## src/rtl/rocket_pkg.sv

```systemverilog
// rocket_pkg
//  Shared types, default constants and width helpers for the rocket slot
//  arbiter and its round-robin/fixed-priority request arbiter.
package rocket_pkg;

    typedef enum logic [1:0] {
        IDLE    = 2'd0,
        LAUNCH  = 2'd1,
        FLY     = 2'd2,
        EXPLODE = 2'd3
    } slot_state_t;

    localparam int DEF_NUM_TANKS       = 4;
    localparam int DEF_NUM_SLOTS       = 2;
    localparam int DEF_COOLDOWN_FRAMES = 15;
    localparam int DEF_EXPLODE_FRAMES  = 8;

    // Width of a tank index; a single tank still needs one bit.
    function automatic int owner_width(input int n);
        return (n > 1) ? $clog2(n) : 1;
    endfunction

    // Width of a counter that must hold the value n.
    function automatic int count_width(input int n);
        return (n > 0) ? $clog2(n + 1) : 1;
    endfunction

endpackage

```

## src/rtl/rocket_rr_arbiter.sv

```systemverilog
// rocket_rr_arbiter
//  Picks one requester out of a request vector.
//  Policy is selected at build time by macro ROCKET_RR_ARB_EN:
//   defined   -> round-robin, pointer moves to granted index + 1 when 'advance' is high
//   undefined -> fixed priority, lowest index wins (no clock, no state)
// Ports
//  clk, resetN  clock / async active-low reset (round-robin build only)
//  advance      grant was consumed this cycle (round-robin build only)
//  req          request vector
//  grant        one-hot grant (zero when no request)
//  grant_idx    index of the granted requester
//  grant_valid  at least one request present
module rocket_rr_arbiter #(
    parameter int NUM_TANKS = 4,
    parameter int OW        = 2
) (
`ifdef ROCKET_RR_ARB_EN
    input  logic                 clk,
    input  logic                 resetN,
    input  logic                 advance,
`endif
    input  logic [NUM_TANKS-1:0] req,
    output logic [NUM_TANKS-1:0] grant,
    output logic [OW-1:0]        grant_idx,
    output logic                 grant_valid
);

`ifdef ROCKET_RR_ARB_EN
    logic [OW-1:0] ptr_q;

    // Walk from the pointer upward; iterating downward lets the closest
    // requester after the pointer overwrite any farther one.
    always_comb begin
        int idx;
        idx         = 0;
        grant       = '0;
        grant_idx   = '0;
        grant_valid = 1'b0;
        for (int k = NUM_TANKS - 1; k >= 0; k--) begin
            idx = (int'(ptr_q) + k) % NUM_TANKS;
            if (req[idx]) begin
                grant_valid = 1'b1;
                grant_idx   = OW'(idx);
            end
        end
        if (grant_valid) grant[grant_idx] = 1'b1;
    end

    always_ff @(posedge clk or negedge resetN) begin
        if (!resetN)
            ptr_q <= '0;
        else if (advance && grant_valid)
            ptr_q <= (grant_idx == OW'(NUM_TANKS - 1)) ? '0 : grant_idx + 1'b1;
    end
`else
    always_comb begin
        grant       = '0;
        grant_idx   = '0;
        grant_valid = 1'b0;
        for (int k = NUM_TANKS - 1; k >= 0; k--) begin
            if (req[k]) begin
                grant_valid = 1'b1;
                grant_idx   = OW'(k);
            end
        end
        if (grant_valid) grant[grant_idx] = 1'b1;
    end
`endif

endmodule

```

## src/rtl/rocket_slot_arbiter.sv

```systemverilog
// rocket_slot_arbiter
//  Shares a pool of rocket datapaths among tanks: arbitrates shoot requests
//  once per frame, keeps one rocket in flight per tank plus a reload
//  cooldown, and sequences each slot through launch, flight, explosion and
//  release. Arbitration policy macro: ROCKET_RR_ARB_EN (round-robin when
//  defined, fixed lowest-index priority otherwise).
//
//  state   | meaning
//  IDLE    | slot free, slot_owner holds last owner
//  LAUNCH  | one clock, slot_launch pulses to the mover
//  FLY     | rocket moving, waiting for slot_hit or owner death
//  EXPLODE | explosion sprite, counts EXPLODE_FRAMES frames
//
// Ports
//  clk, resetN    clock / async active-low reset
//  startOfFrame   one-cycle pulse per frame
//  shoot_req      level request per tank
//  tank_dead      level, tank destroyed
//  slot_hit       pulse, slot's rocket collided or left the frame
//  shoot_grant    one-cycle pulse to the granted tank
//  slot_launch    pulse to the slot mover's shoot input
//  slot_owner     owning tank index per slot
//  slot_active    slot in LAUNCH or FLY
//  slot_explode   slot in EXPLODE
//  slot_kill      pulse forcing mover reset when the owner dies
module rocket_slot_arbiter
    import rocket_pkg::*;
#(
    parameter int NUM_TANKS       = DEF_NUM_TANKS,
    parameter int NUM_SLOTS       = DEF_NUM_SLOTS,
    parameter int COOLDOWN_FRAMES = DEF_COOLDOWN_FRAMES,
    parameter int EXPLODE_FRAMES  = DEF_EXPLODE_FRAMES
) (
    input  logic                                              clk,
    input  logic                                              resetN,
    input  logic                                              startOfFrame,
    input  logic [NUM_TANKS-1:0]                              shoot_req,
    input  logic [NUM_TANKS-1:0]                              tank_dead,
    input  logic [NUM_SLOTS-1:0]                              slot_hit,
    output logic [NUM_TANKS-1:0]                              shoot_grant,
    output logic [NUM_SLOTS-1:0]                              slot_launch,
    output logic [NUM_SLOTS-1:0][owner_width(NUM_TANKS)-1:0]  slot_owner,
    output logic [NUM_SLOTS-1:0]                              slot_active,
    output logic [NUM_SLOTS-1:0]                              slot_explode,
    output logic [NUM_SLOTS-1:0]                              slot_kill
);

    localparam int OW = owner_width(NUM_TANKS);
    localparam int CW = count_width(COOLDOWN_FRAMES);
    localparam int EW = count_width(EXPLODE_FRAMES);

    slot_state_t state_q [NUM_SLOTS];
    slot_state_t state_d [NUM_SLOTS];
    logic [OW-1:0] owner_d [NUM_SLOTS];
    logic [EW-1:0] ecnt_q  [NUM_SLOTS];
    logic [EW-1:0] ecnt_d  [NUM_SLOTS];
    logic [NUM_SLOTS-1:0] release_s;

    logic [NUM_TANKS-1:0] in_flight_q;
    logic [CW-1:0]        cooldown_q [NUM_TANKS];
    logic [NUM_TANKS-1:0] cd_zero, eligible, arb_grant, rel_tank, rel_load;
    logic [OW-1:0]        arb_idx;
    logic                 arb_valid, free_found, do_grant;
    int                   free_idx;

    always_comb begin
        free_found = 1'b0;
        free_idx   = 0;
        for (int s = NUM_SLOTS - 1; s >= 0; s--) begin
            if (state_q[s] == IDLE) begin
                free_found = 1'b1;
                free_idx   = s;
            end
        end
    end

    always_comb begin
        cd_zero = '0;
        for (int t = 0; t < NUM_TANKS; t++) cd_zero[t] = (cooldown_q[t] == '0);
        eligible = shoot_req & ~tank_dead & ~in_flight_q & cd_zero;
    end

    rocket_rr_arbiter #(
        .NUM_TANKS (NUM_TANKS),
        .OW        (OW)
    ) u_arb (
`ifdef ROCKET_RR_ARB_EN
        .clk         (clk),
        .resetN      (resetN),
        .advance     (do_grant),
`endif
        .req         (eligible),
        .grant       (arb_grant),
        .grant_idx   (arb_idx),
        .grant_valid (arb_valid)
    );

    assign do_grant    = startOfFrame && free_found && arb_valid;
    assign shoot_grant = do_grant ? arb_grant : '0;

    // Slot next-state; owner death beats a same-cycle hit.
    always_comb begin
        slot_kill = '0;
        release_s = '0;
        for (int s = 0; s < NUM_SLOTS; s++) begin
            state_d[s] = state_q[s];
            owner_d[s] = slot_owner[s];
            ecnt_d[s]  = ecnt_q[s];
            case (state_q[s])
                IDLE: begin
                    if (do_grant && (free_idx == s)) begin
                        state_d[s] = LAUNCH;
                        owner_d[s] = arb_idx;
                    end
                end
                LAUNCH, FLY: begin
                    if (tank_dead[slot_owner[s]]) begin
                        state_d[s]   = IDLE;
                        slot_kill[s] = 1'b1;
                        release_s[s] = 1'b1;
                    end else if (state_q[s] == LAUNCH) begin
                        state_d[s] = FLY;
                    end else if (slot_hit[s]) begin
                        state_d[s] = EXPLODE;
                        ecnt_d[s]  = EW'(EXPLODE_FRAMES);
                    end
                end
                EXPLODE: begin
                    if (startOfFrame) begin
                        if (ecnt_q[s] <= EW'(1)) begin
                            state_d[s]   = IDLE;
                            release_s[s] = 1'b1;
                        end else begin
                            ecnt_d[s] = ecnt_q[s] - 1'b1;
                        end
                    end
                end
                default: state_d[s] = IDLE;
            endcase
        end
    end

    always_ff @(posedge clk or negedge resetN) begin
        if (!resetN) begin
            for (int s = 0; s < NUM_SLOTS; s++) begin
                state_q[s]    <= IDLE;
                slot_owner[s] <= '0;
                ecnt_q[s]     <= '0;
            end
        end else begin
            for (int s = 0; s < NUM_SLOTS; s++) begin
                state_q[s]    <= state_d[s];
                slot_owner[s] <= owner_d[s];
                ecnt_q[s]     <= ecnt_d[s];
            end
        end
    end

    always_comb begin
        for (int s = 0; s < NUM_SLOTS; s++) begin
            slot_launch[s]  = (state_q[s] == LAUNCH);
            slot_active[s]  = (state_q[s] == LAUNCH) || (state_q[s] == FLY);
            slot_explode[s] = (state_q[s] == EXPLODE);
        end
    end

    // Map slot releases onto their owners; a death release skips the reload.
    always_comb begin
        rel_tank = '0;
        rel_load = '0;
        for (int s = 0; s < NUM_SLOTS; s++) begin
            if (release_s[s]) begin
                rel_tank[slot_owner[s]] = 1'b1;
                if (!slot_kill[s]) rel_load[slot_owner[s]] = 1'b1;
            end
        end
    end

    always_ff @(posedge clk or negedge resetN) begin
        if (!resetN) begin
            in_flight_q <= '0;
            for (int t = 0; t < NUM_TANKS; t++) cooldown_q[t] <= '0;
        end else begin
            for (int t = 0; t < NUM_TANKS; t++) begin
                if (shoot_grant[t])
                    in_flight_q[t] <= 1'b1;
                else if (rel_tank[t])
                    in_flight_q[t] <= 1'b0;

                if (rel_load[t])
                    cooldown_q[t] <= CW'(COOLDOWN_FRAMES);
                else if (rel_tank[t])
                    cooldown_q[t] <= '0;
                else if (startOfFrame && !cd_zero[t])
                    cooldown_q[t] <= cooldown_q[t] - 1'b1;
            end
        end
    end

endmodule

```

## config.mk

```make
export PLATFORM = sky130hd
export DESIGN_NAME = rocket_slot_arbiter
export DESIGN_NICKNAME = d
export VERILOG_FILES = /design/src/rtl/rocket_pkg.sv /design/src/rtl/rocket_rr_arbiter.sv /design/src/rtl/rocket_slot_arbiter.sv
export SDC_FILE = /design/constraint.sdc
export NUM_CORES = 1
export LEC_CHECK = 0
export ABC_AREA = 0
export BUFFER_PORTS_ARGS = -buffer_cell sky130_fd_sc_hd__buf_2
export CAP_MARGIN = 5
export CORE_ASPECT_RATIO = 1.75
export CORE_MARGIN = 5
export CORE_UTILIZATION = 45
export DETAILED_ROUTE_END_ITERATION = 12
export HOLD_SLACK_MARGIN = 0.12
export PLACE_DENSITY = 0.69
export REMOVE_ABC_BUFFERS = 1
export SYNTH_ARGS = -nofsm -noshare
export SYNTH_HDL_FRONTEND = slang
export SYNTH_HIERARCHICAL = 1
export SYNTH_SLANG_ARGS = --single-unit
```

## constraint.sdc

```tcl
create_clock -name clk -period 3.31 [get_ports clk]
set_clock_uncertainty 0.05 [all_clocks]
set_input_delay 0.662 -clock clk [delete_from_list [all_inputs] [get_ports clk]]
set_output_delay 0.662 -clock clk [all_outputs]
set_load 0.05 [all_outputs]
```

==> impl_metrics.json, run 1 <==
{
  "status": "finished, final reports clean",
  "yosysTopAreaCell": "dfrtp_1",
  "antenna_found_initial": 0,
  "pwr_density_cell_mw_per_mm2": 870.6,
  "synth_most_common_cell": "dfrtp_1",
  "startpoint_type": "flip-flop",
  "nets": 347,
  "synth_edf_count": 0,
  "cts_buffers": 5,
  "max_slew.worst_pin.slew_ps": 828.3,
  "worst_hold_slack_ps": 411.5,
  "track_usage_pct": 18.08,
  "finalCritPeriodShare_pct": 96.48,
  "required_ps": 2600,
  "p_leak_nw": 1.354,
  "setup_viol": 0,
  "yosys-top-cells-count": "dfrtp_1, inv_1, o21ai_0, nand2_1, nor2_1",
  "ys_warn_count": 6,
  "drive_above_1_share_pct": 24.14,
  "peakVddDrop_v": 0.0005132,
  "grt_pass1_wl_um": 10120,
  "synth_top_area_share_pct": 35.79,
  "die_x_um": 66.54,
  "io_buffers": 28,
  "cts.htree.levels": 2,
  "syn_area_sq_mm": 0.002517,
  "first_iter_violations": 136,
  "timing.final.ws_setup_ps": 116.4,
  "syn_to_final_growth_pct": 19.38,
  "antenna_left": 0,
  "core_area_sq_mm": 0.005495,
  "timing.fmax_ghz": 0.3131,
  "hold_violations": 0,
  "path_class": "reg -> out",
  "syn_inst": 283,
  "synth_seq_area_share_pct": 35.79,
  "dp_hpwl_um": 4630,
  "grt_pass1_vias": 2229,
  "viasPerCell": 5.651,
  "cts_sinks": 36,
  "dpl_cell_area_sq_mm": 0.002773,
  "fp.dieH_um": 108.9,
  "crit_arrival_ps": 2480,
  "grt_max_degree": 37,
  "fillCellCount": 541,
  "drv_slew": 0,
  "clkTransAtPathRegs_ps": 80,
  "min-delay-path-class": "in -> async",
  "initial_core_util_pct": 45.81,
  "final_area_sq_mm": 0.003005,
  "ys_seq_elements": 36,
  "rrSetupSlack_ps": 590,
  "vias": 2232,
  "synth-async-reset-ratio_pct": 100.0,
  "avgRoutedWirePerCell_um": 15.69,
  "clkLatencyLatePin_ps": 290,
  "cp_max_fo": 4,
  "cp-end-kind": "output pin",
  "yosysUniqueCellTypes": 50,
  "antenna_cells": 0,
  "drt_pass1_iterations": 4,
  "routed_wl_um": 6198,
  "drv_cap": 0,
  "syn_area_per_cell_sq_um": 8.895,
  "rows": 36,
  "period_minus_slack_ps": 3194,
  "root_buffer": "clkbuf_8",
  "boundaryPins": 29,
  "slew_headroom_pct": 44.78,
  "synth_area_leaders": "dfrtp_1, ha_1, o21ai_0",
  "synthFlopType": "dfrtp_1",
  "drc": 0,
  "place_ws_ps": 107.1,
  "cts_buffer_depth": 2,
  "die_area_sq_mm": 0.007249,
  "cts_tree": "built",
  "grt-ovfl-total": 0,
  "gp_congestion": 0.8879
}
-- power breakdown --
| part | switching (mW) | internal (mW) |
|---|---|---|
| clock network | 0.168 | 0.266 |
| logic | 0.865 | 0.541 |
| registers | 0.161 | 0.616 |
-- kinds of logic after synthesis --
| family | synth area share, % |
|---|---|
| AND/OR/NAND/NOR | 21.37 |
| AO/OA/AOI/OAI | 17.15 |
| buffers and inverters | 6.213 |
| flip-flops | 35.79 |
| adder cells (fa/ha/maj) | 7.952 |
| multiplexers | 7.356 |
| XOR/XNOR | 4.175 |
-- routing by layer --
layer  track usage (%)  vias up  wire, um
li1                  -     1077         -
met1             20.72     1099      2421
met2             31.25       45      3343
met3             4.021       11       301
met4             8.430        0       130
met5                 0        -         0
-- worst paths after layout --
path | depth (start not counted) | startpoint | end
setup / recovery | 10 | cooldown_q[4] | shoot_grant[3]
hold / removal | 1 | resetN | ecnt_q[2]
setup reg to reg | 10 | cooldown_q[4] | state_q[2]
hold reg to reg | 2 | in_flight_q[1] | in_flight_q[1]
max in group asynchronous | 1 | resetN | state_q[3]
min in group clk | 2 | in_flight_q[1] | in_flight_q[1]
-- cell type report --
type                    instances  area [sq um]  share of cell area, %
inverters                      29         108.9                  3.622
flip-flops and latches         36         900.9                  29.98
well taps                      76         95.09                  3.164
multi-input cells             208          1534                  51.04
clock inverters                 1         30.03                 0.9992
repair buffers                 38         240.2                  7.993
clock buffers                   7         96.34                  3.206
-- through the flow --
| step | utilization (%) | TNS (ps) | cells | total power [mW] |
|---|---|---|---|---|
| 5_1_grt | 54.69 | -0.4527 | 395 | 2.836 |
| 6_report | 54.69 | 0 | 395 | 2.617 |
| 3_3_place_gp | 50.46 | 0 | 386 | 2.110 |
| 4_1_cts | 53.69 | -5.278 | 394 | 2.596 |
| 2_1_floorplan | - | 0 | 273 | 1.842 |
| 3_5_place_dp | 50.46 | 0 | 386 | 2.146 |
-- critical path, stage by stage (launching register included) --
cell     delay, ps
dfrtp_1        380
inv_1          110
ha_1           150
or3b_2         500
nor4b_4        270
nor2_1         100
nand2_1         90
nand2_1        110
nor2_4         150
and2_4         180
buf_6          150
-- registers in the layout (all words and copies together), names as in the netlist --
name and flops:
cooldown_q 16, in_flight_q 4, ecnt_q 8, slot_owner 4, state_q 4
-- cells in the final DEF, fill, tap and decap left out, types with 2 or more instances in the layout --
cell,count
ha_1,16
mux2_2,8
or3_1,2
o21ai_0,23
nand2_1,19
nor2_1,16
nor4_1,6
o32ai_1,5
nand3_1,7
nor2b_1,3
xnor2_1,8
nor4b_4,3
nor3_1,11
buf_4,10
nand2b_1,6
dfrtp_1,36
inv_1,29
buf_6,4
or3b_4,2
and2_1,2
xor2_1,4
mux4_2,2
clkbuf_8,7
nand4b_1,2
mux2i_1,5
a21oi_1,14
a221oi_1,2
buf_2,24
and2_4,4
or3b_2,2
o21bai_1,5
a31oi_1,6
o211ai_1,2
-- timing repair --
| item | CTS | global route |
|---|---|---|
| hold buffers | 0 | 0 |
| pin swaps | 0 | 2 |
| gates resized for setup | 14 | 9 |
| endpoints found under the setup margin | 4 | 4 |
| gates cloned | 0 | 0 |
| setup buffers | 0 | 1 |
(Power assumes the default switching activity.)
==> run 2: changes to the inputs <==
--- a/config.mk
+++ b/config.mk
@@ -13,8 +13,7 @@
 export CORE_UTILIZATION = 45
 export DETAILED_ROUTE_END_ITERATION = 12
 export HOLD_SLACK_MARGIN = 0.12
-export PLACE_DENSITY = 0.69
-export REMOVE_ABC_BUFFERS = 1
+export PLACE_DENSITY_LB_ADDON = 0.25
 export SYNTH_ARGS = -nofsm -noshare
 export SYNTH_HDL_FRONTEND = slang
 export SYNTH_HIERARCHICAL = 1
==> impl_metrics.json, run 2 (synthesis gave the netlist of run 1 again) <==
{
  "status": "finished, final reports clean",
  "final_area_sq_mm": 0.002995,
  "worst_hold_slack_ps": 424.1,
  "final_cell_mix": "dfrtp_1, inv_1, buf_2",
  "drt_pass1_iterations": 5,
  "die_area_sq_mm": 0.007249,
  "hold_violations": 0,
  "grt_pass1_vias": 2327,
  "cts_buffer_depth": 2,
  "startpoint_type": "flip-flop",
  "top_layer": "met4",
  "min-delay-path-class": "in -> async",
  "peakVddDrop_v": 0.0003887,
  "rows": 36,
  "clkPwrFrac_pct": 13.2,
  "drv_cap": 0,
  "dp_hpwl_um": 4914,
  "cp_slowest_cell": "or3b_4",
  "netSwitchingPower_mw": 1.210,
  "cp_cell_sequence": "inv_1 -> ha_1 -> or3b_4 -> nor4b_4 -> buf_4 -> nor2_1 -> nand2_1 -> nand2_1 -> nor2_2 -> buf_4 -> and2_1 -> buf_6",
  "viasPerCell": 5.723,
  "cp_max_fo": 3,
  "boundaryPins": 29,
  "setup_tns_ps": 0,
  "clkTransAtPathRegs_ps": 70,
  "cts_tree": "built",
  "core_area_sq_mm": 0.005495,
  "largestRegisters": "cooldown_q x16, ecnt_q x8",
  "slew_headroom_pct": 43.55,
  "drt-met1-wl_um": 2487,
  "dpl_cell_area_sq_mm": 0.002765,
  "p_leak_nw": 1.349,
  "finalPower_mw": 2.586,
  "pwr-share-seq_pct": 30.4,
  "pwr_density_cell_mw_per_mm2": 863.3,
  "fin_util_pct": 54.51,
  "cts_sinks": 36,
  "syn_to_final_growth_pct": 18.99,
  "slowest_delay_ps": 400,
  "final_common_cell": "dfrtp_1",
  "clkLatencyLatePin_ps": 290,
  "first_iter_violations": 106,
  "vias": 2272,
  "grt-ovfl-total": 0,
  "wl_met3_um": 261,
  "io_buffers": 28,
  "p_comb_share_pct": 56.4,
  "finalCritPeriodShare_pct": 96.36,
  "largest_reg_flops": 16,
  "track_usage_pct": 19.90,
  "root_buffer": "clkbuf_8",
  "fp.dieH_um": 108.9,
  "antenna_cells": 0,
  "ctsHoldBuffers": 0,
  "avgRoutedWirePerCell_um": 16.44,
  "setup_viol": 0,
  "max_slew.worst_pin.slew_ps": 846.7,
  "dr_wl_met2_um": 3662,
  "gp_congestion": 0.9569,
  "required_ps": 2600,
  "intPower_mw": 1.376,
  "timing.fmax_ghz": 0.3135,
  "cts_buffers": 5,
  "drc": 0,
  "nets": 350,
  "grt_pass1_wl_um": 11130,
  "grt_max_degree": 37,
  "antenna_left": 0,
  "period_minus_slack_ps": 3190,
  "drv_slew": 0,
  "routed_wl_um": 6528,
  "path_class": "reg -> out",
  "die_x_um": 66.54,
  "crit_arrival_ps": 2480,
  "swShare_pct": 46.80,
  "antenna_found_initial": 0,
  "drive_above_1_share_pct": 25.55,
  "cp-end-kind": "output pin",
  "cts.htree.levels": 2,
  "regMostFlops": "cooldown_q",
  "initial_core_util_pct": 45.81,
  "syn_nets": 312
}
## run 2: path summary, 6_finish.rpt
check / start / to / slack (ps) / cells past startpoint
worst max-delay path: cooldown_q[12] / shoot_grant[0] / 120 / 12
worst min-delay path: resetN / state_q[0] / 420 / 1
worst max register to register: cooldown_q[12] / state_q[1] / 640 / 13
worst min register to register: in_flight_q[1] / in_flight_q[1] / 510 / 2
max in group asynchronous: resetN / slot_owner[0] / 2250 / 1
min in group clk: in_flight_q[1] / in_flight_q[1] / 510 / 2
## run 2: per-layer routing
metal | global-route usage (%) | up-vias
met4 | 6.977 | 0
li1 | - | 1087
met2 | 37.29 | 59
met3 | 3.402 | 11
met1 | 21.82 | 1115
met5 | 0 | -
## run 2: power groups by stage
stage | Clock [mW] | Combinational [mW] | Sequential, mW
after floorplan | 0 | 1.11 | 0.750
after detailed placement | 0 | 1.39 | 0.778
final | 0.342 | 1.46 | 0.785
after global placement | 0 | 1.37 | 0.773
after CTS | 0.352 | 1.42 | 0.777
after global routing | 0.376 | 1.63 | 0.813
## run 2: per-stage QoR
stage,instances,setup WS [ps]
finish,397,120.4
global route,397,-2.141
CTS,393,3.560
detailed placement,385,16.83
global placement,385,34.24
floorplan,283,17.13
## run 2: worst max-delay path: cells and delay by family (launching register included)
| kind | cells | cell delay [ps] |
|---|---|---|
| buffers and inverters | 4 | 550 |
| adders and majority gates | 1 | 170 |
| DFF | 1 | 380 |
| and+or+nand+nor | 7 | 1090 |
## run 2: final cells by class
| type | instances | area, sq um |
|---|---|---|
| Clock buffer | 7 | 96.34 |
| Fill cell | 546 | 2500 |
| Sequential cell | 36 | 900.9 |
| Inverter | 29 | 108.9 |
| Multi-Input combinational cell | 208 | 1531 |
| Tap cell | 76 | 95.09 |
| Timing Repair Buffer | 41 | 262.8 |
## run 2: repair_timing
| item | 4_1_cts | 5_1_grt |
|---|---|---|
| buffers inserted | 1 | 4 |
| pin swaps | 0 | 4 |
| setup endpoints to repair | 4 | 4 |
| resized for setup | 17 | 10 |
